## src/rtl/gcd_pkg.sv

```systemverilog
// gcd_pkg: shared definitions for the Stein GCD engine.
// State encoding, cycle-counter width and the k-register width helper.
package gcd_pkg;

    localparam logic [1:0] ST_IDLE   = 2'd0;
    localparam logic [1:0] ST_SHIFT  = 2'd1;
    localparam logic [1:0] ST_REDUCE = 2'd2;
    localparam logic [1:0] ST_DONE   = 2'd3;

    typedef enum logic [1:0] {
        IDLE   = ST_IDLE,
        SHIFT  = ST_SHIFT,
        REDUCE = ST_REDUCE,
        DONE   = ST_DONE
    } gcd_state_t;

    // Width of the optional busy-cycle counter and its latched copy.
    localparam int CYCLE_CNT_W = 16;

    // k counts common factors of two; it never exceeds width-1.
    function automatic int k_width(input int width);
        return (width <= 2) ? 1 : $clog2(width);
    endfunction

endpackage

```

## src/rtl/gcd_step.sv

```systemverilog
// gcd_step: one combinational Stein iteration.
// SHIFT phase strips common factors of two; any other phase performs one
// reduction step. finish flags that one operand has reached zero.
module gcd_step
    import gcd_pkg::*;
#(
    parameter int WIDTH = 32
) (
    input  logic [WIDTH-1:0] a,
    input  logic [WIDTH-1:0] b,
    input  gcd_state_t       phase,
    output logic [WIDTH-1:0] a_next,
    output logic [WIDTH-1:0] b_next,
    output logic             k_inc,
    output logic             finish
);

    // Single step: zero check first, then phase-specific shift or subtract.
    always_comb begin
        a_next = a;
        b_next = b;
        k_inc  = 1'b0;
        finish = 1'b0;
        if (a == '0 || b == '0) begin
            finish = 1'b1;
        end else if (phase == SHIFT) begin
            if (!a[0] && !b[0]) begin
                a_next = a >> 1;
                b_next = b >> 1;
                k_inc  = 1'b1;
            end
        end else begin
            if (!a[0]) begin
                a_next = a >> 1;
            end else if (!b[0]) begin
                b_next = b >> 1;
            end else if (a >= b) begin
                a_next = a - b;
            end else begin
                b_next = b - a;
            end
        end
    end

endmodule

```

## src/rtl/gcd_stein.sv

```systemverilog
// gcd_stein: iterative binary (Stein) GCD engine, one step per clock.
// Optional feature: define GCD_CYCLE_COUNT_EN to add the 16-bit busy-cycle
// counter and the cycles_o port.
module gcd_stein
    import gcd_pkg::*;
#(
    parameter int WIDTH = 32
) (
    input  logic             clk,
    input  logic             rst,
    input  logic [WIDTH-1:0] x_i,
    input  logic [WIDTH-1:0] y_i,
    input  logic             calculate_new,
    output logic [WIDTH-1:0] out,
    output logic             data_en,
    output logic             busy
`ifdef GCD_CYCLE_COUNT_EN
    ,
    output logic [CYCLE_CNT_W-1:0] cycles_o
`endif
);

    localparam int KW = k_width(WIDTH);

    gcd_state_t       state_reg, state_next;
    logic [WIDTH-1:0] a_reg, a_next, b_reg, b_next;
    logic [KW-1:0]    k_reg, k_next;
    logic [WIDTH-1:0] out_reg, out_next;
    logic             data_en_reg, busy_reg;

    logic [WIDTH-1:0] a_step, b_step;
    logic             step_k_inc, step_finish;
    logic [WIDTH-1:0] result;

    gcd_step #(.WIDTH(WIDTH)) u_step (
        .a      (a_reg),
        .b      (b_reg),
        .phase  (state_reg),
        .a_next (a_step),
        .b_next (b_step),
        .k_inc  (step_k_inc),
        .finish (step_finish)
    );

    // When one operand is zero the other (or zero) holds the odd part.
    assign result = (a_reg | b_reg) << k_reg;

    // Next-state and datapath load selection.
    always_comb begin
        state_next = state_reg;
        a_next     = a_reg;
        b_next     = b_reg;
        k_next     = k_reg;
        out_next   = out_reg;
        case (state_reg)
            IDLE: begin
                if (calculate_new) begin
                    a_next     = x_i;
                    b_next     = y_i;
                    k_next     = '0;
                    state_next = SHIFT;
                end
            end
            SHIFT: begin
                if (step_finish) begin
                    out_next   = result;
                    state_next = DONE;
                end else if (step_k_inc) begin
                    a_next = a_step;
                    b_next = b_step;
                    k_next = k_reg + KW'(1);
                end else begin
                    state_next = REDUCE;
                end
            end
            REDUCE: begin
                if (step_finish) begin
                    out_next   = result;
                    state_next = DONE;
                end else begin
                    a_next = a_step;
                    b_next = b_step;
                end
            end
            DONE: begin
                state_next = IDLE;
            end
            default: begin
                state_next = IDLE;
            end
        endcase
    end

    // State, operand and output registers; strobes decoded from next state.
    always_ff @(posedge clk) begin
        if (rst) begin
            state_reg   <= IDLE;
            a_reg       <= '0;
            b_reg       <= '0;
            k_reg       <= '0;
            out_reg     <= '0;
            data_en_reg <= 1'b0;
            busy_reg    <= 1'b0;
        end else begin
            state_reg   <= state_next;
            a_reg       <= a_next;
            b_reg       <= b_next;
            k_reg       <= k_next;
            out_reg     <= out_next;
            data_en_reg <= (state_next == DONE);
            busy_reg    <= (state_next != IDLE);
        end
    end

    assign out     = out_reg;
    assign data_en = data_en_reg;
    assign busy    = busy_reg;

`ifdef GCD_CYCLE_COUNT_EN
    logic [CYCLE_CNT_W-1:0] cnt_reg, cnt_next, cycles_reg;

    // Busy-cycle counter: clears on accept, saturates at all-ones.
    always_comb begin
        cnt_next = cnt_reg;
        if (state_reg == IDLE && calculate_new) begin
            cnt_next = '0;
        end else if (busy_reg && cnt_reg != '1) begin
            cnt_next = cnt_reg + CYCLE_CNT_W'(1);
        end
    end

    // Counter register and latched count captured as DONE is entered.
    always_ff @(posedge clk) begin
        if (rst) begin
            cnt_reg    <= '0;
            cycles_reg <= '0;
        end else begin
            cnt_reg <= cnt_next;
            if (state_next == DONE) begin
                cycles_reg <= cnt_next;
            end
        end
    end

    assign cycles_o = cycles_reg;
`endif

endmodule

```

## config.mk

```make
export PLATFORM = sky130hd
export DESIGN_NAME = gcd_stein
export DESIGN_NICKNAME = d
export VERILOG_FILES = /design/src/rtl/gcd_pkg.sv /design/src/rtl/gcd_step.sv /design/src/rtl/gcd_stein.sv
export SDC_FILE = /design/constraint.sdc
export NUM_CORES = 1
export LEC_CHECK = 0
export CAP_MARGIN = 25
export CORE_MARGIN = 5
export CORE_UTILIZATION = 40
export CTS_CLUSTER_SIZE = 16
export DETAILED_ROUTE_END_ITERATION = 10
export PLACE_DENSITY = 0.59
export SLEW_MARGIN = 20
export SYNTH_ARGS = -nofsm -noshare
export SYNTH_HDL_FRONTEND = slang
export SYNTH_SLANG_ARGS = --single-unit
```

## constraint.sdc

```tcl
create_clock -name clk -period 3.1 [get_ports clk]
set_input_delay 0.31 -clock clk [delete_from_list [all_inputs] [get_ports clk]]
set_output_delay 0.31 -clock clk [all_outputs]
set_load 0.01 [all_outputs]
```

==> metrics.md <==
| Metric | Value |
|---|---|
| Library cells used by synthesis | 76 |
| CP startpoint | b_reg[2] |
| # DRC | 0 |
| Max-capacitance violation count | 0 |
| Fin crit share | 1.06 |
| Via density | 5.97 |
| Max_slew headroom | 0.327 |
| Placed inst area | ~14000 um^2 |
| CTS tree | done |
| H-Tree Depth | 3 |
| Crit end category | flip-flop |
| Met3 routed WL | roughly 4000 um |
| Tot GR Track Use | 0.302 |
| Area of the multi-input gates | roughly 8900 um^2 |
| Synthesized flop and latch total | 105 |
| Failing checks | negative setup slack |
| Initial Util | 0.406 |
| DP HPWL | 36000 um |
| Highest routed layer | met4 |
| Post-route cell area | ~16000 um^2 |
| Reg area | approximately 2100 um^2 |
| Worst endpoint data arrival time | roughly 3.6 ns |
| Most used cell, CP | buf_6 |
| FF-to-FF Start | b_reg[2] |
| CP Class | reg2reg |
| DR vias | about 13000 |
| Met1 WL | about 22000 um |
| Met2 routed WL | ~21000 um |
| NumNets Final | slightly below 2000 |
| 1st-iter DRT viols | 1331 |
| Total global routing overflow | 0 |
| Tightest Hold Check Type | reg2reg |
| Worst slew pin tran | just under 1 ns |
| CORE AREA | approximately 26000 um^2 |
| Vias in the first global route | 12400 |
| Final WS setup | -0.175 ns |
| Avg Synthesized Cell Area | around 7.4 um^2 |
| DRT Wirelength | 48200 um |
| Cells along the critical path | inv_2 > buf_4 > ha_1 > or2_1 > o221ai_4 > a21boi_4 > o21ai_4 > a21oi_2 > o31a_1 > buf_6 > o21ai_2 > buf_6 > buf_6 > a21oi_4 > buf_6 > or3_1 > o32ai_2 |
| Row count | between 50 and 60 |
| # setup viols final | 50 |
| Yosys warnings | 0 |
| Worst hold start | out[7] |
| Fmax | between 0.3 and 0.4 GHz |
| Port Buffer Count | 100 |
| Num CTS Buffers | 9 |
| Crit path largest cell delay | 0.35 ns |
| Filler instances | roughly 2300 |
| Largest net degree at the start of global routing | between 100 and 150 |
| Hold Buf Count CTS | 0 |
| Post-synth ARST share | 0 |
| Critical-path maximum fanout | 7 |
| Seq/Total Area, Yosys | 0.199 |
| Layout cells sized above 1 | 0.342 |
| Top-Level Pins | between 100 and 150 |
| Worst EP required | about 3.4 ns |
| Synth Instances | around 1400 |
| Status | complete, but fails checks |
| Clock sinks | 105 |
| Synthesized Nets | 1595 |
| Minimum clock period | roughly 3.3 ns |
| Slew Limit Fails | 0 |
| Cell Area, Synth | 10600 um^2 |
| Initial antenna violation count | 0 |
| Area Overhead vs Synth | 55.3% |
| Die ar. | 29800 um^2 |
| Post-synth EDFFs | 0 |
| Final-report hold violation count | 0 |
| Slowest cell on crit path | dfxtp_1 |
| RSZ-0062 raised after global routing | yes |
| Startpoint types | flip-flop |
| Drt first pass iters | 5 |
| Clock transition at path regs | ~0.090 ns |
| Clock Path Buffers | 2 |
| Clk root buf | clkbuf_16 |
| Per-cell routed wire length | between 20 and 25 um |
| First-pass GRT wire length | 71900 um |
| Die width | 173 um |
| Routability cong. | 0.970 |
| Die height | roughly 170 um |
| Primary FF master, synth | dfxtp_1 |
| Post-DRT Antenna Nets | 0 |
| Clock Skews | ~0.012 ns |
| Latest clock arrival within the worst-skew pair | 0.38 ns |
==> routing by layer <==
layer | GRT usage | vias up
met5 | 0 | -
met4 | 0.0898 | 0
met3 | 0.0723 | 113
met2 | 0.465 | 615
met1 | 0.419 | 6179
li1 | - | 5943
==> cell usage after synthesis, types with 29 or more instances <==
library cell  number  area (um^2)
a21oi_1          151          756
ha_1             100         1250
buf_2             29          145
dfxtp_1          105         2100
a211oi_1          36          270
nor2_1           132          495
nand2_1          150          563
nor3_1            38          190
o211ai_1          30          225
inv_1            105          394
o21ai_0           47          235
clkbuf_1          63          236
xnor2_1           56          490
==> worst max-delay path, delay by kind of cell, from the launching register on <==
| family | cells | cell delay (ns) |
|---|---|---|
| compound gates | 8 | 1.21 |
| buf+inv | 6 | 0.79 |
| simple gates | 2 | 0.59 |
| flops | 1 | 0.35 |
| fa+ha+maj | 1 | 0.21 |
==> final cells by class <==
cell class	count	area share
multi-input combinational	1104	0.541
timing repair buffer	478	0.259
sequential	105	0.129
inverter	113	0.0260
tap	335	0.0255
clock buffer	9	0.0137
clock inverter	7	0.00548
antenna	1	0.000152
==> layout by cell type (no fill, tap or decap), types with 11 or more instances in the layout <==
cell and instances:
mux4_2 16, o211ai_1 30, xnor2_1 50, nor2b_1 15
ha_1 79, o21ai_0 46, nor4_1 17, o311ai_4 11
o21bai_1 16, nand2b_1 12, buf_6 33, inv_1 92
mux2i_1 18, nor2_1 125, buf_4 321, ha_4 17
a211oi_1 32, a21oi_1 134, nand2_1 142, nor3_1 25
inv_2 19, or3_1 16, a21oi_2 18, dfxtp_1 94
nand3_1 13, buf_12 19, nand4_1 12, clkdlybuf4s50_1 99
==> cells by family (layout without fill, tap and decap cells) <==
group / count (synthesis) / in the layout / share of synthesized area
flops: 105 / 105 / 0.199
compound gates: 468 / 468 / 0.305
xor+xnor: 61 / 61 / 0.0505
simple gates: 438 / 438 / 0.190
fa+ha+maj: 102 / 102 / 0.122
mux: 35 / 35 / 0.0522
other cells: 0 / 1 / 0
buf+inv: 217 / 607 / 0.0818
==> worst paths after layout <==
kind | cells past startpoint | slack (ns) | end
worst max register to register | 17 | -0.18 | b_reg[23]
worst max-delay path | 17 | -0.18 | b_reg[23]
worst min-delay path | 2 | 0.46 | out[7]
worst min register to register | 2 | 0.46 | out[7]
==> per-stage QoR <==
| stage | utilization | hold slack (ns) | worst slack (ns) | setup TNS (ns) | std cells |
|---|---|---|---|---|---|
| floorplan | - | 0.461 | -0.00315 | -0.00315 | 1426 |
| global placement | 0.545 | 0.441 | -0.365 | -13.93 | 2087 |
| detailed placement | 0.545 | 0.450 | -0.486 | -17.84 | 2087 |
| CTS | 0.603 | 0.464 | -0.217 | -7.63 | 2134 |
| global route | 0.630 | 0.488 | -0.306 | -9.88 | 2151 |
| finish | 0.630 | 0.458 | -0.175 | -3.34 | 2152 |
==> what timing repair did <==
item	in CTS	in global routing
cloned	5	0
setup buffers	27	21
resized for setup	182	129
setup endpoints to repair	64	64
pin swaps	104	72
Power is not shown: default switching activity piles up to over one toggle a cycle in this logic, so the estimate is an artifact.
